<file path="config.mk">
export PLATFORM = sky130hd
export DESIGN_NAME = stacking_outer_loop
export DESIGN_NICKNAME = d
export VERILOG_FILES = /design/src/rtl/stacking_pkg.sv /design/src/rtl/stacking_outer_loop_fil_window_calc.sv /design/src/rtl/stacking_outer_loop.sv
export SDC_FILE = /design/constraint.sdc
export NUM_CORES = 1
export LEC_CHECK = 0
export CAP_MARGIN = 20
export CELL_PAD_IN_SITES_DETAIL_PLACEMENT = 0
export CELL_PAD_IN_SITES_GLOBAL_PLACEMENT = 1
export CORE_ASPECT_RATIO = 1.1
export CORE_MARGIN = 8
export CORE_UTILIZATION = 37
export DETAILED_ROUTE_END_ITERATION = 7
export GPL_ROUTABILITY_DRIVEN = 0
export GPL_TIMING_DRIVEN = 0
export PLACE_DENSITY_LB_ADDON = 0.1
export SLEW_MARGIN = 10
export SYNTH_ARGS = -nofsm -noshare
export SYNTH_HDL_FRONTEND = slang
export SYNTH_HIERARCHICAL = 1
export SYNTH_SLANG_ARGS = --single-unit
</file>
<file path="constraint.sdc">
create_clock -name clk_i -period 3.46 [get_ports clk_i]
set_clock_uncertainty 0.2 [all_clocks]
set_input_delay 0.692 -clock clk_i [delete_from_list [all_inputs] [get_ports clk_i]]
set_output_delay 0.692 -clock clk_i [all_outputs]
set_load 0.02 [all_outputs]
</file>
<file path="src/rtl/stacking_pkg.sv">
// stacking_pkg: shared constants, derived widths and FSM state type for the
// stacking outer loop and its helpers.
package stacking_pkg;

  localparam int IFM_SIZE_Y          = 7;
  localparam int FILTER_SIZE_Y       = 3;
  localparam int FILTER_SIZE_X       = 3;
  localparam int PREFIX_SUM_SIZE     = 8;
  localparam int DIVIDED_CHANNEL_NUM = 32;
  localparam int CHUNK_NUM_MAX       = 16;

  // Output rows produced by a valid (unpadded) vertical convolution.
  localparam int OUT_Y = IFM_SIZE_Y - FILTER_SIZE_Y + 1;

  localparam int Y_W     = $clog2(IFM_SIZE_Y) + 1;
  localparam int CHUNK_W = $clog2(CHUNK_NUM_MAX) + 1;
  localparam int SUB_W   = $clog2(DIVIDED_CHANNEL_NUM) + 1;
  localparam int STEP_W  = $clog2(IFM_SIZE_Y * DIVIDED_CHANNEL_NUM / PREFIX_SUM_SIZE + 1) + 1;

  typedef enum logic [2:0] {
    IDLE  = 3'd0,
    START = 3'd1,
    WAIT  = 3'd2,
    ADV   = 3'd3,
    DONE  = 3'd4
  } state_e;

endpackage

</file>
<file path="src/rtl/stacking_outer_loop_fil_window_calc.sv">
// fil_window_calc: maps an IFM row to the range of filter rows that
// contribute to a legal output row. Purely combinational.
module fil_window_calc
  import stacking_pkg::*;
(
  input  logic [Y_W-1:0] y,
  output logic [Y_W-1:0] fil_start,
  output logic [Y_W-1:0] fil_last
);

  localparam logic [Y_W:0] START_OFS = (Y_W+1)'(OUT_Y - 1);
  localparam logic [Y_W:0] LAST_MAX  = (Y_W+1)'(FILTER_SIZE_Y - 1);

  logic [Y_W:0] y_ext;

  // Clamp both window edges; one extra bit keeps the subtraction from wrapping.
  always_comb begin
    y_ext     = {1'b0, y};
    fil_start = '0;
    if (y_ext > START_OFS) fil_start = Y_W'(y_ext - START_OFS);
    fil_last = Y_W'(LAST_MAX);
    if (y_ext < LAST_MAX) fil_last = y;
  end

endmodule

</file>
<file path="src/rtl/stacking_outer_loop.sv">
// stacking_outer_loop: walks chunks (outer) and IFM rows (inner) of a layer,
// launching one inner loop per (chunk, row) and holding its indices until the
// inner loop finishes. Optional macro OUTER_LOOP_STALL_CNT_EN adds a
// saturating count of cycles spent waiting on the inner loop.
module stacking_outer_loop
  import stacking_pkg::*;
(
  input  logic               clk_i,
  input  logic               rst_i,
  input  logic               layer_start_i,
  input  logic [CHUNK_W-1:0] chunk_num_i,
  input  logic [SUB_W-1:0]   sub_channel_size_i,
  input  logic               inner_loop_finish_i,
  output logic               inner_loop_start_o,
  output logic [Y_W-1:0]     ifm_loop_y_idx_o,
  output logic [Y_W-1:0]     fil_loop_y_idx_start_o,
  output logic [Y_W-1:0]     fil_loop_y_idx_last_o,
  output logic [STEP_W-1:0]  fil_loop_y_step_o,
  output logic [SUB_W-1:0]   sub_channel_size_o,
  output logic [CHUNK_W-1:0] chunk_idx_o,
  output logic               busy_o,
  output logic               layer_done_o
`ifdef OUTER_LOOP_STALL_CNT_EN
  ,
  output logic [31:0]        stall_cnt_o
`endif
);

  state_e             state_q, state_d;
  logic [Y_W-1:0]     y_q;
  logic [CHUNK_W-1:0] chunk_q;
  logic [CHUNK_W-1:0] chunk_num_q;
  logic [STEP_W-1:0]  step_q;
  logic [SUB_W-1:0]   sub_q;

  logic [CHUNK_W-1:0] chunk_num_sat;
  logic [CHUNK_W-1:0] chunk_inc;
  logic [STEP_W-1:0]  step_calc;
  logic               y_last;
  logic               accept_start;

  // Capture-time arithmetic: chunk saturation and sparsemap step (ceil division).
  always_comb begin
    chunk_num_sat = chunk_num_i;
    if (chunk_num_i > CHUNK_W'(CHUNK_NUM_MAX)) chunk_num_sat = CHUNK_W'(CHUNK_NUM_MAX);
    step_calc = STEP_W'(1);
    if (sub_channel_size_i != '0)
      step_calc = STEP_W'((FILTER_SIZE_X * 32'(sub_channel_size_i) + PREFIX_SUM_SIZE - 1)
                          / PREFIX_SUM_SIZE);
    chunk_inc    = chunk_q + 1'b1;
    y_last       = (y_q == Y_W'(IFM_SIZE_Y - 1));
    accept_start = (state_q == IDLE) && layer_start_i;
  end

  // Next-state logic.
  always_comb begin
    state_d = state_q;
    case (state_q)
      IDLE:    if (layer_start_i) state_d = (chunk_num_sat == '0) ? DONE : START;
      START:   state_d = WAIT;
      WAIT:    if (inner_loop_finish_i) state_d = ADV;
      ADV:     state_d = (y_last && (chunk_inc == chunk_num_q)) ? DONE : START;
      DONE:    state_d = IDLE;
      default: state_d = IDLE;
    endcase
  end

  // State, captured layer configuration and loop indices.
  always_ff @(posedge clk_i) begin
    if (rst_i) begin
      state_q     <= IDLE;
      y_q         <= '0;
      chunk_q     <= '0;
      chunk_num_q <= '0;
      step_q      <= '0;
      sub_q       <= '0;
    end else begin
      state_q <= state_d;
      if (accept_start) begin
        chunk_num_q <= chunk_num_sat;
        sub_q       <= sub_channel_size_i;
        step_q      <= step_calc;
        y_q         <= '0;
        chunk_q     <= '0;
      end
      if (state_q == ADV) begin
        if (y_last) begin
          y_q     <= '0;
          chunk_q <= chunk_inc;
        end else begin
          y_q <= y_q + 1'b1;
        end
      end
    end
  end

  fil_window_calc u_fil_window_calc (
    .y         (y_q),
    .fil_start (fil_loop_y_idx_start_o),
    .fil_last  (fil_loop_y_idx_last_o)
  );

  // Output decode; indices come straight from registers so they hold during WAIT.
  always_comb begin
    inner_loop_start_o = (state_q == START);
    layer_done_o       = (state_q == DONE);
    busy_o             = (state_q != IDLE);
    ifm_loop_y_idx_o   = y_q;
    chunk_idx_o        = chunk_q;
    fil_loop_y_step_o  = step_q;
    sub_channel_size_o = sub_q;
  end

`ifdef OUTER_LOOP_STALL_CNT_EN
  logic [31:0] stall_q;

  // Saturating count of WAIT cycles, restarted by each accepted layer.
  always_ff @(posedge clk_i) begin
    if (rst_i || accept_start) stall_q <= '0;
    else if ((state_q == WAIT) && (stall_q != '1)) stall_q <= stall_q + 32'd1;
  end

  assign stall_cnt_o = stall_q;
`endif

endmodule

</file>
== Word level (Yosys, flattened, before mapping) ==
Cells that the tools add are included.

* Equality and inequality tests: 8
* Reduce and logical (&&, ||, !) cells: 8
* Multiplexer cells: 15
* $lt $le $gt $ge: 3
* $add $sub $neg: 5
* Multipliers: 1

{| class="wikitable"
|+ Operator list
! kind !! count
|-
| $mux 4 || 5
|-
| $mux 5 || 4
|-
| $mux 3 || 4
|-
| $pmux 3 s4 || 1
|-
| $add 8x4->9 const B || 1
|-
| $sub 9x1->9 const B || 1
|-
| $mul 2x6->8 const A || 1
|-
| $eq 3x2->1 const B || 2
|-
| $mux 6 || 1
|-
| $reduce_bool 6->1 || 1
|-
| $add 5x1->5 const B || 1
|-
| $eq 5x5->1 || 1
|-
| $gt 5x5->1 const B || 1
|-
| $logic_not 5->1 || 1
|-
| $add 4x1->4 const B || 1
|-
| $eq 4x3->1 const B || 1
|-
| $gt 4x3->1 const B || 1
|-
| $lt 4x2->1 const B || 1
|-
| $ne 2x2->1 const B || 2
|-
| $sub 4x3->4 const B || 1
|-
| $eq 3x1->1 const B || 1
|-
| $eq 3x3->1 const B || 1
|-
| $logic_not 3->1 || 1
|-
| $reduce_bool 3->1 || 1
|-
| other kinds (3) || 4
|}

* Flip-flop bits (word level): 29
* Word-level logic and storage cells: 46
* Output and inout bits: 32

== Depth between registers and ports, before layout ==
Gate-level depths: netlist (run 1).

* Depth after elaboration: 6
* Gate-level depth with buffers: 8
* Mapped depth without buffers: 8

== By module ==
Netlist (run 1), hierarchy kept.

{| class="wikitable"
|+ By module, submodules not included
! module !! sequential area each (um^2) !! instances !! cells each !! area an instance (um^2)
|-
| stacking_outer_loop || 560.5 || 1 || 199 || 1,635.3
|-
| fil_window_calc || 0.0 || 1 || 9 || 62.6
|}

== Worst setup path after synthesis (run 1) ==
Ideal clock, no wire load.

* Path kind: input to register
* Start point: in sub_channel_size_i[2]
* End point: reg step_q[3] (netlist: fil_loop_y_step_o[3])
* Required time: 3,143 ps
* Library setup time: 117 ps
* Data arrival time: 2,181 ps
* Slack: 962 ps
* Stages on the path: 7
* Path buffers: 0
* Cell sequence: inv_1 > ha_1 > ha_1 > a21oi_1 > a21oi_1 > or3_1 > a32o_1

* Word-level cells in the longest chain between the ends: 4

{| class="wikitable"
|+ RTL lines
! item !! RTL line !! RTL
|-
| from (decl) || stacking_outer_loop.sv:12 || <nowiki>input logic [SUB_W-1:0] sub_channel_size_i,</nowiki>
|-
| $mul 2x6->8 || stacking_outer_loop.sv:48 || <nowiki>step_calc = STEP_W'((FILTER_SIZE_X * 32'(sub_channel_size_i) + PREFIX_SUM_SIZE - 1)</nowiki>
|-
| $add 8x4->9 || stacking_outer_loop.sv:48 ||
|-
| $sub 9x1->9 || stacking_outer_loop.sv:48 ||
|-
| $mux 6 * || stacking_outer_loop.sv:47 || <nowiki>if (sub_channel_size_i != '0)</nowiki>
|-
| to (signal assigned) || stacking_outer_loop.sv:82 || <nowiki>step_q <= step_calc;</nowiki>
|-
| to (decl) || stacking_outer_loop.sv:33 || <nowiki>logic [STEP_W-1:0] step_q;</nowiki>
|}

Mark *: on every way between the ends. The rest lies on a longest branch, timed or not.
A chain may end at the register's enable or synchronous reset.

== Final worst setup path (run 1) ==
Same ends and word-level chain as after synthesis.

==> impl_metrics.xml, run 1 <==
<?xml version="1.0" encoding="UTF-8"?>
<metrics>
  <group name="status">
    <metric name="status" unit="">finished, final reports clean</metric>
  </group>
  <group name="min_path">
    <metric name="hold_depth" unit="">2</metric>
    <metric name="hold_path_class" unit="">register to register</metric>
  </group>
  <group name="floorplan">
    <metric name="placement_rows" unit="">26</metric>
    <metric name="io_pins" unit="">47</metric>
    <metric name="die_w" unit="um">80.6</metric>
    <metric name="start_util" unit="">0.375</metric>
    <metric name="fp.dieH" unit="um">87.0</metric>
    <metric name="die_area" unit="mm^2">0.00701</metric>
    <metric name="design.core.area" unit="mm^2">0.00452</metric>
  </group>
  <group name="cts">
    <metric name="clock-root-buffer" unit="">clkbuf_8</metric>
    <metric name="numClockSinks" unit="">28</metric>
    <metric name="numCtsBuffers" unit="">3</metric>
    <metric name="post_cts_buffers" unit="">0</metric>
    <metric name="clock_path_buffers" unit="">2</metric>
    <metric name="clkSlewWorstSetupHoldPaths" unit="ns">0.11</metric>
    <metric name="worstSkewPairLatency" unit="ns">0.29</metric>
    <metric name="post_cts_hold_buffer_count" unit="">0</metric>
    <metric name="cts_h_tree_depth" unit="">1</metric>
    <metric name="tritoncts" unit="">yes</metric>
    <metric name="ctsResizeCount" unit="">0</metric>
  </group>
  <group name="cells_and_area">
    <metric name="multiInputGateArea" unit="mm^2">0.00103</metric>
    <metric name="postLayoutCellArea" unit="mm^2">0.00226</metric>
    <metric name="number_of_cells_in_the_finished_layout_apart_from_fillers" unit="">311</metric>
    <metric name="final_core_utilization" unit="">0.501</metric>
    <metric name="layout.cells.most_common_list" unit="">clkdlybuf4s50_1, dfxtp_1, a21oi_1</metric>
    <metric name="insertedDiodeCount" unit="">0</metric>
    <metric name="ff_latch_area" unit="um^2">561</metric>
    <metric name="number_of_nets_in_the_layout" unit="">285</metric>
    <metric name="area_growth" unit="%">33.3</metric>
    <metric name="layout.cells.most_common" unit="">clkdlybuf4s50_1</metric>
    <metric name="fill_cells" unit="">471</metric>
    <metric name="post_route_cells_drive_above_1_share" unit="">0.0588</metric>
  </group>
  <group name="sta">
    <metric name="worstMarginPinSlew" unit="ns">0.704</metric>
    <metric name="setup_tns_final" unit="ns">0</metric>
    <metric name="relSlewSlack" unit="">0.529</metric>
    <metric name="report.final.hold_viol_count" unit="">0</metric>
    <metric name="setup-violations-final" unit="">0</metric>
    <metric name="worst_slack" unit="ns">0.463</metric>
    <metric name="final_clock_period_utilization_by_the_worst_path" unit="">0.866</metric>
    <metric name="unrepaired_setup_endpoints_after_global_routing" unit="">false</metric>
    <metric name="max_freq" unit="GHz">0.334</metric>
    <metric name="finalCriticalPeriod" unit="ns">3.00</metric>
    <metric name="number_of_max_slew_violations_in_the_final_report" unit="">0</metric>
  </group>
  <group name="synth">
    <metric name="most_area_hungry_cell_type_in_the_yosys_netlist" unit="">dfxtp_1</metric>
    <metric name="synth.ff_latch_count" unit="">28</metric>
    <metric name="ys_types" unit="">44</metric>
    <metric name="yosys_warnings" unit="">6</metric>
    <metric name="synth.yosys.seq_area_share" unit="">0.330</metric>
    <metric name="synthesis.area_per_instance" unit="um^2">8.16</metric>
    <metric name="synthDominantCellAreaShare" unit="">0.330</metric>
    <metric name="synthesis.area" unit="mm^2">0.00170</metric>
    <metric name="synth_area_leaders" unit="">dfxtp_1, ha_1, a21oi_1, nand2_1, nand3b_1</metric>
    <metric name="netlist_instances" unit="">208</metric>
  </group>
  <group name="global_route">
    <metric name="grt_util_all_layers" unit="">0.126</metric>
    <metric name="overflow" unit="">0</metric>
    <metric name="antenna_found_initial" unit="">0</metric>
    <metric name="grt_pass1_wl" unit="um">7090</metric>
    <metric name="pin_count_of_the_biggest_net_entering_global_routing" unit="">17</metric>
    <metric name="grt_pass1_vias" unit="">1497</metric>
  </group>
  <group name="pwr">
    <metric name="p_per_area" unit="mW/mm^2">389</metric>
    <metric name="worst_ir_drop_vdd" unit="uV">179</metric>
    <metric name="leakage" unit="nW">0.884</metric>
  </group>
  <group name="critical_path">
    <metric name="worst_setup_path_end_kind" unit="">register</metric>
    <metric name="critPathArrivalTime" unit="ns">2.98</metric>
    <metric name="timing.critical_path.required" unit="ns">3.44</metric>
    <metric name="regToRegSetupSlack" unit="ns">1.35</metric>
    <metric name="setup.worst_path.start_class" unit="">primary input</metric>
    <metric name="rr_worst_depth" unit="">5</metric>
    <metric name="critical_path_peak_fanout" unit="">4</metric>
    <metric name="path_class" unit="">primary input to register</metric>
  </group>
  <group name="placement">
    <metric name="post-place-cells" unit="">307</metric>
    <metric name="io_buffer_count" unit="">42</metric>
    <metric name="total_placed_instance_area" unit="mm^2">0.00219</metric>
    <metric name="detailedPlacementHpwl" unit="um">3310</metric>
    <metric name="preCtsSetupSlack" unit="ns">0.173</metric>
  </group>
  <group name="detailed_routing">
    <metric name="vias_per_cell" unit="">5.03</metric>
    <metric name="drc_errors" unit="">0</metric>
    <metric name="detailedRoute.firstPassIterationCount" unit="">4</metric>
    <metric name="routed_wirelength" unit="um">4330</metric>
    <metric name="dr.first_iter.drc_count" unit="">26</metric>
    <metric name="wl_per_cell" unit="um">13.9</metric>
    <metric name="drt.antenna.violating_nets" unit="">0</metric>
    <metric name="route.vias.total" unit="">1564</metric>
  </group>
  <group name="flow_run">
    <metric name="max_cap_viol_count" unit="">0</metric>
  </group>
</metrics>
[cell type report]
class | count | share of cell area
multi-input cells | 158 | 0.457
flip-flops and latches | 28 | 0.248
repair buffers | 42 | 0.186
plain buffers | 13 | 0.0310
well taps | 56 | 0.0310
clock buffers | 3 | 0.0182
inverters | 10 | 0.0166
clock inverters | 1 | 0.0133
[routing by layer]
| layer | track usage | vias to the layer above | part of all wire | routed length, um |
|---|---|---|---|---|
| li1 | - | 817 | - | - |
| met1 | 0.142 | 715 | 0.43 | 1850 |
| met2 | 0.222 | 26 | 0.51 | 2210 |
| met3 | 0.0269 | 6 | 0.047 | 203 |
| met4 | 0.0447 | 0 | 0.016 | 68 |
| met5 | 0 | - | 0 | 0 |
[cell usage after synthesis, drive strengths merged]
cell type and instances:
dfxtp 28, a21oi 26, nand2 24, ha 14, nor2 13, inv 10, nand3b 10, nor3 10
o21ai 8, buf 7, clkbuf 6, xnor2 6, or3 5, and3 4, and3b 3, nand3 3
nor3b 3, xor2 3, conb 2, nor4b 2, o21a 2, a2111oi 1, a21boi 1, a21o 1
a221oi 1, a22o 1, a31o 1, a32o 1, and2 1, mux2 1, mux2i 1, nand4 1
nand4b 1, nor2b 1, o2111a 1, o2111ai 1, o21ba 1, o31a 1, o31ai 1, or4b 1
[flip-flops by register name, indices dropped and copies added, names as in the netlist]
name,flops
fil_loop_y_step_o,5
state_q,3
sub_channel_size_o,6
chunk_num_q,5
chunk_idx_o,5
ifm_loop_y_idx_o,4
[per-stage QoR]
stage	power [W]	hold slack [ns]
floorplan	0.000525	0.244
global placement	0.000621	0.244
detailed placement	0.000621	0.246
CTS	0.000890	0.262
global route	0.000926	0.287
finish	0.000880	0.259
[cells by family (layout without fill, tap and decap cells)]
logic type / Yosys count / after routing / synth area share
and+or+nand+nor: 82 / 82 / 0.263
AOI/OAI and AO/OA: 48 / 48 / 0.177
DFF: 28 / 28 / 0.330
buffers and inverters: 23 / 69 / 0.0634
adders and majority gates: 14 / 14 / 0.103
xor gates and xnor gates: 9 / 9 / 0.0464
other: 2 / 3 / 0.00442
muxes: 2 / 2 / 0.0125
[report_power, final]
group	total (W)	internal [W]	switching, W
Clock	0.000269	0.000155	0.000114
Sequential	0.000358	0.000345	0.0000124
Combinational	0.000253	0.000115	0.000138
Total	0.000880	0.000616	0.000264
[worst paths after layout]
| check | from | endpoint |
|---|---|---|
| hold / removal | sub_channel_size_o[0] | sub_channel_size_o[0] |
| setup / recovery | sub_channel_size_i[2] | fil_loop_y_step_o[3] |
| setup reg to reg | state_q[0] | chunk_num_q[3] |
| hold reg to reg | sub_channel_size_o[0] | sub_channel_size_o[0] |
[worst max-delay path: stages]
cell and delay, ns:
clkdlybuf4s50_1 0.58, inv_1 0.10, ha_1 0.31, ha_1 0.36
a21oi_1 0.23, a21oi_1 0.12, or3_1 0.35, a32o_1 0.24
No activity file was read; power rests on OpenSTA's default activity.
==> run 2, diff against run 1 <==
--- a/config.mk
+++ b/config.mk
@@ -10,7 +10,7 @@
 export CELL_PAD_IN_SITES_GLOBAL_PLACEMENT = 1
 export CORE_ASPECT_RATIO = 1.1
 export CORE_MARGIN = 8
-export CORE_UTILIZATION = 37
+export CORE_UTILIZATION = 35
 export DETAILED_ROUTE_END_ITERATION = 7
 export GPL_ROUTABILITY_DRIVEN = 0
 export GPL_TIMING_DRIVEN = 0
==> constraint.sdc (replaced) <==
create_clock -name clk_i -period 2.79 [get_ports clk_i]
set_clock_uncertainty 0.2 [all_clocks]
set_input_delay 0.558 -clock clk_i [delete_from_list [all_inputs] [get_ports clk_i]]
set_output_delay 0.558 -clock clk_i [all_outputs]
set_load 0.02 [all_outputs]
==> run 2 against run 1 <==
Flip-flop and latch count unchanged. Cell count unchanged. Count of clock-buffer cells in the layout unchanged. Core utilization decreased by 1.3 points. Sequential power increased by 24%. Cell area increased by 0.22%. Total power increased by 24%. Critical path depth increased by 1. Die area increased by 4.6%. Combinational power increased by 25%. Wire length increased by 1.4%. Critical path type unchanged.
==> impl_metrics.xml, run 2 (synthesis gave the netlist of run 1 again) <==
<?xml version="1.0" encoding="UTF-8"?>
<metrics>
  <group name="cells_and_area">
    <metric name="post_route_cells_drive_above_1_share" unit="">0.0627</metric>
    <metric name="largest_reg_flops" unit="">6</metric>
    <metric name="postLayoutCellArea" unit="mm^2">0.00227</metric>
    <metric name="number_of_nets_in_the_layout" unit="">285</metric>
    <metric name="layout.cells.most_common_list" unit="">clkdlybuf4s50_1, dfxtp_1, a21oi_1</metric>
    <metric name="layout.cells.most_common" unit="">clkdlybuf4s50_1</metric>
    <metric name="area_growth" unit="%">33.6</metric>
    <metric name="insertedDiodeCount" unit="">0</metric>
  </group>
  <group name="critical_path">
    <metric name="setup.worst_path.start_class" unit="">primary input</metric>
    <metric name="reg_to_reg_critical_path_startpoint" unit="">state_q[0]</metric>
    <metric name="crit_chain" unit="">clkdlybuf4s50_1 -&gt; inv_1 -&gt; ha_1 -&gt; inv_1 -&gt; ha_1 -&gt; nand4_1 -&gt; a21oi_1 -&gt; or3_1 -&gt; a32o_1</metric>
    <metric name="regToRegSetupSlack" unit="ns">0.72</metric>
    <metric name="critical_path_buf_inv_count" unit="">3</metric>
    <metric name="worst_setup_path_end_kind" unit="">register</metric>
    <metric name="critical_path_peak_fanout" unit="">5</metric>
    <metric name="cp_slowest_stage_delay" unit="ns">0.56</metric>
    <metric name="path_class" unit="">primary input to register</metric>
    <metric name="rr_worst_depth" unit="">5</metric>
    <metric name="timing.critical_path.required" unit="ns">2.77</metric>
    <metric name="critical_path.slowest_cell" unit="">clkdlybuf4s50_1</metric>
    <metric name="critPathArrivalTime" unit="ns">2.60</metric>
    <metric name="cpLargestDelayFamily" unit="">buffers and inverters</metric>
    <metric name="reg2reg_to" unit="">chunk_num_q[3]</metric>
  </group>
  <group name="global_route">
    <metric name="grt_pass1_vias" unit="">1570</metric>
    <metric name="overflow" unit="">0</metric>
    <metric name="grt_util_all_layers" unit="">0.125</metric>
    <metric name="antenna_found_initial" unit="">0</metric>
    <metric name="pin_count_of_the_biggest_net_entering_global_routing" unit="">17</metric>
    <metric name="grt_pass1_wl" unit="um">7380</metric>
  </group>
  <group name="placement">
    <metric name="detailedPlacementHpwl" unit="um">3340</metric>
    <metric name="io_buffer_count" unit="">42</metric>
    <metric name="total_placed_instance_area" unit="mm^2">0.00219</metric>
  </group>
  <group name="sta">
    <metric name="final_clock_period_utilization_by_the_worst_path" unit="">0.938</metric>
    <metric name="relSlewSlack" unit="">0.593</metric>
    <metric name="setup-violations-final" unit="">0</metric>
    <metric name="report.final.hold_viol_count" unit="">0</metric>
    <metric name="number_of_max_slew_violations_in_the_final_report" unit="">0</metric>
    <metric name="unrepaired_setup_endpoints_after_global_routing" unit="">false</metric>
    <metric name="worst_hold_slack" unit="ns">0.262</metric>
    <metric name="setup_tns_final" unit="ns">0</metric>
    <metric name="finalCriticalPeriod" unit="ns">2.62</metric>
    <metric name="worstMarginPinSlew" unit="ns">0.608</metric>
    <metric name="max_freq" unit="GHz">0.382</metric>
  </group>
  <group name="pwr">
    <metric name="leakage" unit="nW">0.895</metric>
    <metric name="p_per_area" unit="mW/mm^2">481</metric>
    <metric name="fin_total_pwr" unit="W">0.00109</metric>
    <metric name="worst_ir_drop_vdd" unit="uV">181</metric>
  </group>
  <group name="flow_run">
    <metric name="max_cap_viol_count" unit="">0</metric>
  </group>
  <group name="floorplan">
    <metric name="die_area" unit="mm^2">0.00734</metric>
    <metric name="start_util" unit="">0.365</metric>
    <metric name="placement_rows" unit="">26</metric>
    <metric name="die_w" unit="um">82.4</metric>
    <metric name="fp.dieH" unit="um">89.1</metric>
    <metric name="design.core.area" unit="mm^2">0.00465</metric>
    <metric name="io_pins" unit="">47</metric>
  </group>
  <group name="detailed_routing">
    <metric name="vias_per_cell" unit="">5.07</metric>
    <metric name="drc_errors" unit="">0</metric>
    <metric name="detailedRoute.firstPassIterationCount" unit="">4</metric>
    <metric name="drt.antenna.violating_nets" unit="">0</metric>
    <metric name="route.vias.total" unit="">1577</metric>
    <metric name="dr.first_iter.drc_count" unit="">40</metric>
    <metric name="routed_wirelength" unit="um">4390</metric>
    <metric name="wl_per_cell" unit="um">14.1</metric>
  </group>
  <group name="cts">
    <metric name="worstSkewPairLatency" unit="ns">0.28</metric>
    <metric name="clkSlewWorstSetupHoldPaths" unit="ns">0.10</metric>
    <metric name="tritoncts" unit="">yes</metric>
    <metric name="clock-root-buffer" unit="">clkbuf_8</metric>
    <metric name="post_cts_hold_buffer_count" unit="">0</metric>
    <metric name="numCtsBuffers" unit="">3</metric>
    <metric name="cts_h_tree_depth" unit="">1</metric>
    <metric name="numClockSinks" unit="">28</metric>
    <metric name="clock_path_buffers" unit="">2</metric>
  </group>
  <group name="status">
    <metric name="status" unit="">finished, final reports clean</metric>
  </group>
  <group name="min_path">
    <metric name="hold_path_class" unit="">register to register</metric>
    <metric name="hold_depth" unit="">2</metric>
    <metric name="holdPathEnd" unit="">sub_channel_size_o[3]</metric>
    <metric name="worstHoldStart" unit="">sub_channel_size_o[3]</metric>
  </group>
</metrics>
-- run 2: how the worst max path moves through the flow --
| stage | from | to | slack, ns | cells after the start |
|---|---|---|---|---|
| final | sub_channel_size_i[1] | fil_loop_y_step_o[3] | 0.17 | 9 |
| after global routing | sub_channel_size_i[1] | fil_loop_y_step_o[3] | 0.04 | 9 |
| after CTS | sub_channel_size_i[3] | fil_loop_y_step_o[3] | 0.05 | 8 |
| after detailed placement | sub_channel_size_i[2] | fil_loop_y_step_o[3] | -0.33 | 8 |
| after global placement | sub_channel_size_i[2] | fil_loop_y_step_o[3] | -0.34 | 8 |
| after floorplan | sub_channel_size_i[2] | fil_loop_y_step_o[3] | 0.43 | 7 |
-- run 2: worst min-delay path, cell delays in order, from the launching register on --
cell	delay (ns)
dfxtp_1	0.32
nand2_1	0.05
a21oi_1	0.05
-- run 2: power by group --
part	leakage, nW	total, W	switching, W	internal, W
clock network	0.0357	0.000331	0.000139	0.000192
registers	0.228	0.000444	0.0000161	0.000428
logic	0.631	0.000315	0.000172	0.000143
-- run 2: cell type report --
cell class                 count  area (um^2)
inverter                      10         37.5
buffer                        13         70.1
fill                         498         2380
clock buffer                   3         41.3
timing repair buffer          42          422
clock inverter                 1         30.0
tap                           56         70.1
sequential                    28          561
multi-input combinational    158         1040
-- run 2: metal layers --
layer  vias to the layer above  part of all wire  wire, um  track usage
met3                         5             0.057       252       0.0302
met2                        26              0.50      2190        0.223
met5                         -                 0         0            0
met4                         0             0.011        48       0.0383
met1                       725              0.43      1900        0.142
li1                        821                 -         -            -
-- run 2: timing repair --
| action | 4_1_cts | 5_1_grt |
|---|---|---|
| resized for setup | 1 | 2 |
| setup buffers | 0 | 0 |
| pin swaps | 0 | 0 |
| setup endpoints to repair | 1 | 1 |
-- run 2: through the flow --
| step | cells | setup slack, ns | utilization |
|---|---|---|---|
| global placement | 307 | -0.345 | 0.471 |
| finish | 311 | 0.174 | 0.488 |
| global route | 311 | 0.0394 | 0.488 |
| detailed placement | 307 | -0.328 | 0.471 |
| floorplan | 209 | 0.426 | - |
| CTS | 311 | 0.0541 | 0.486 |
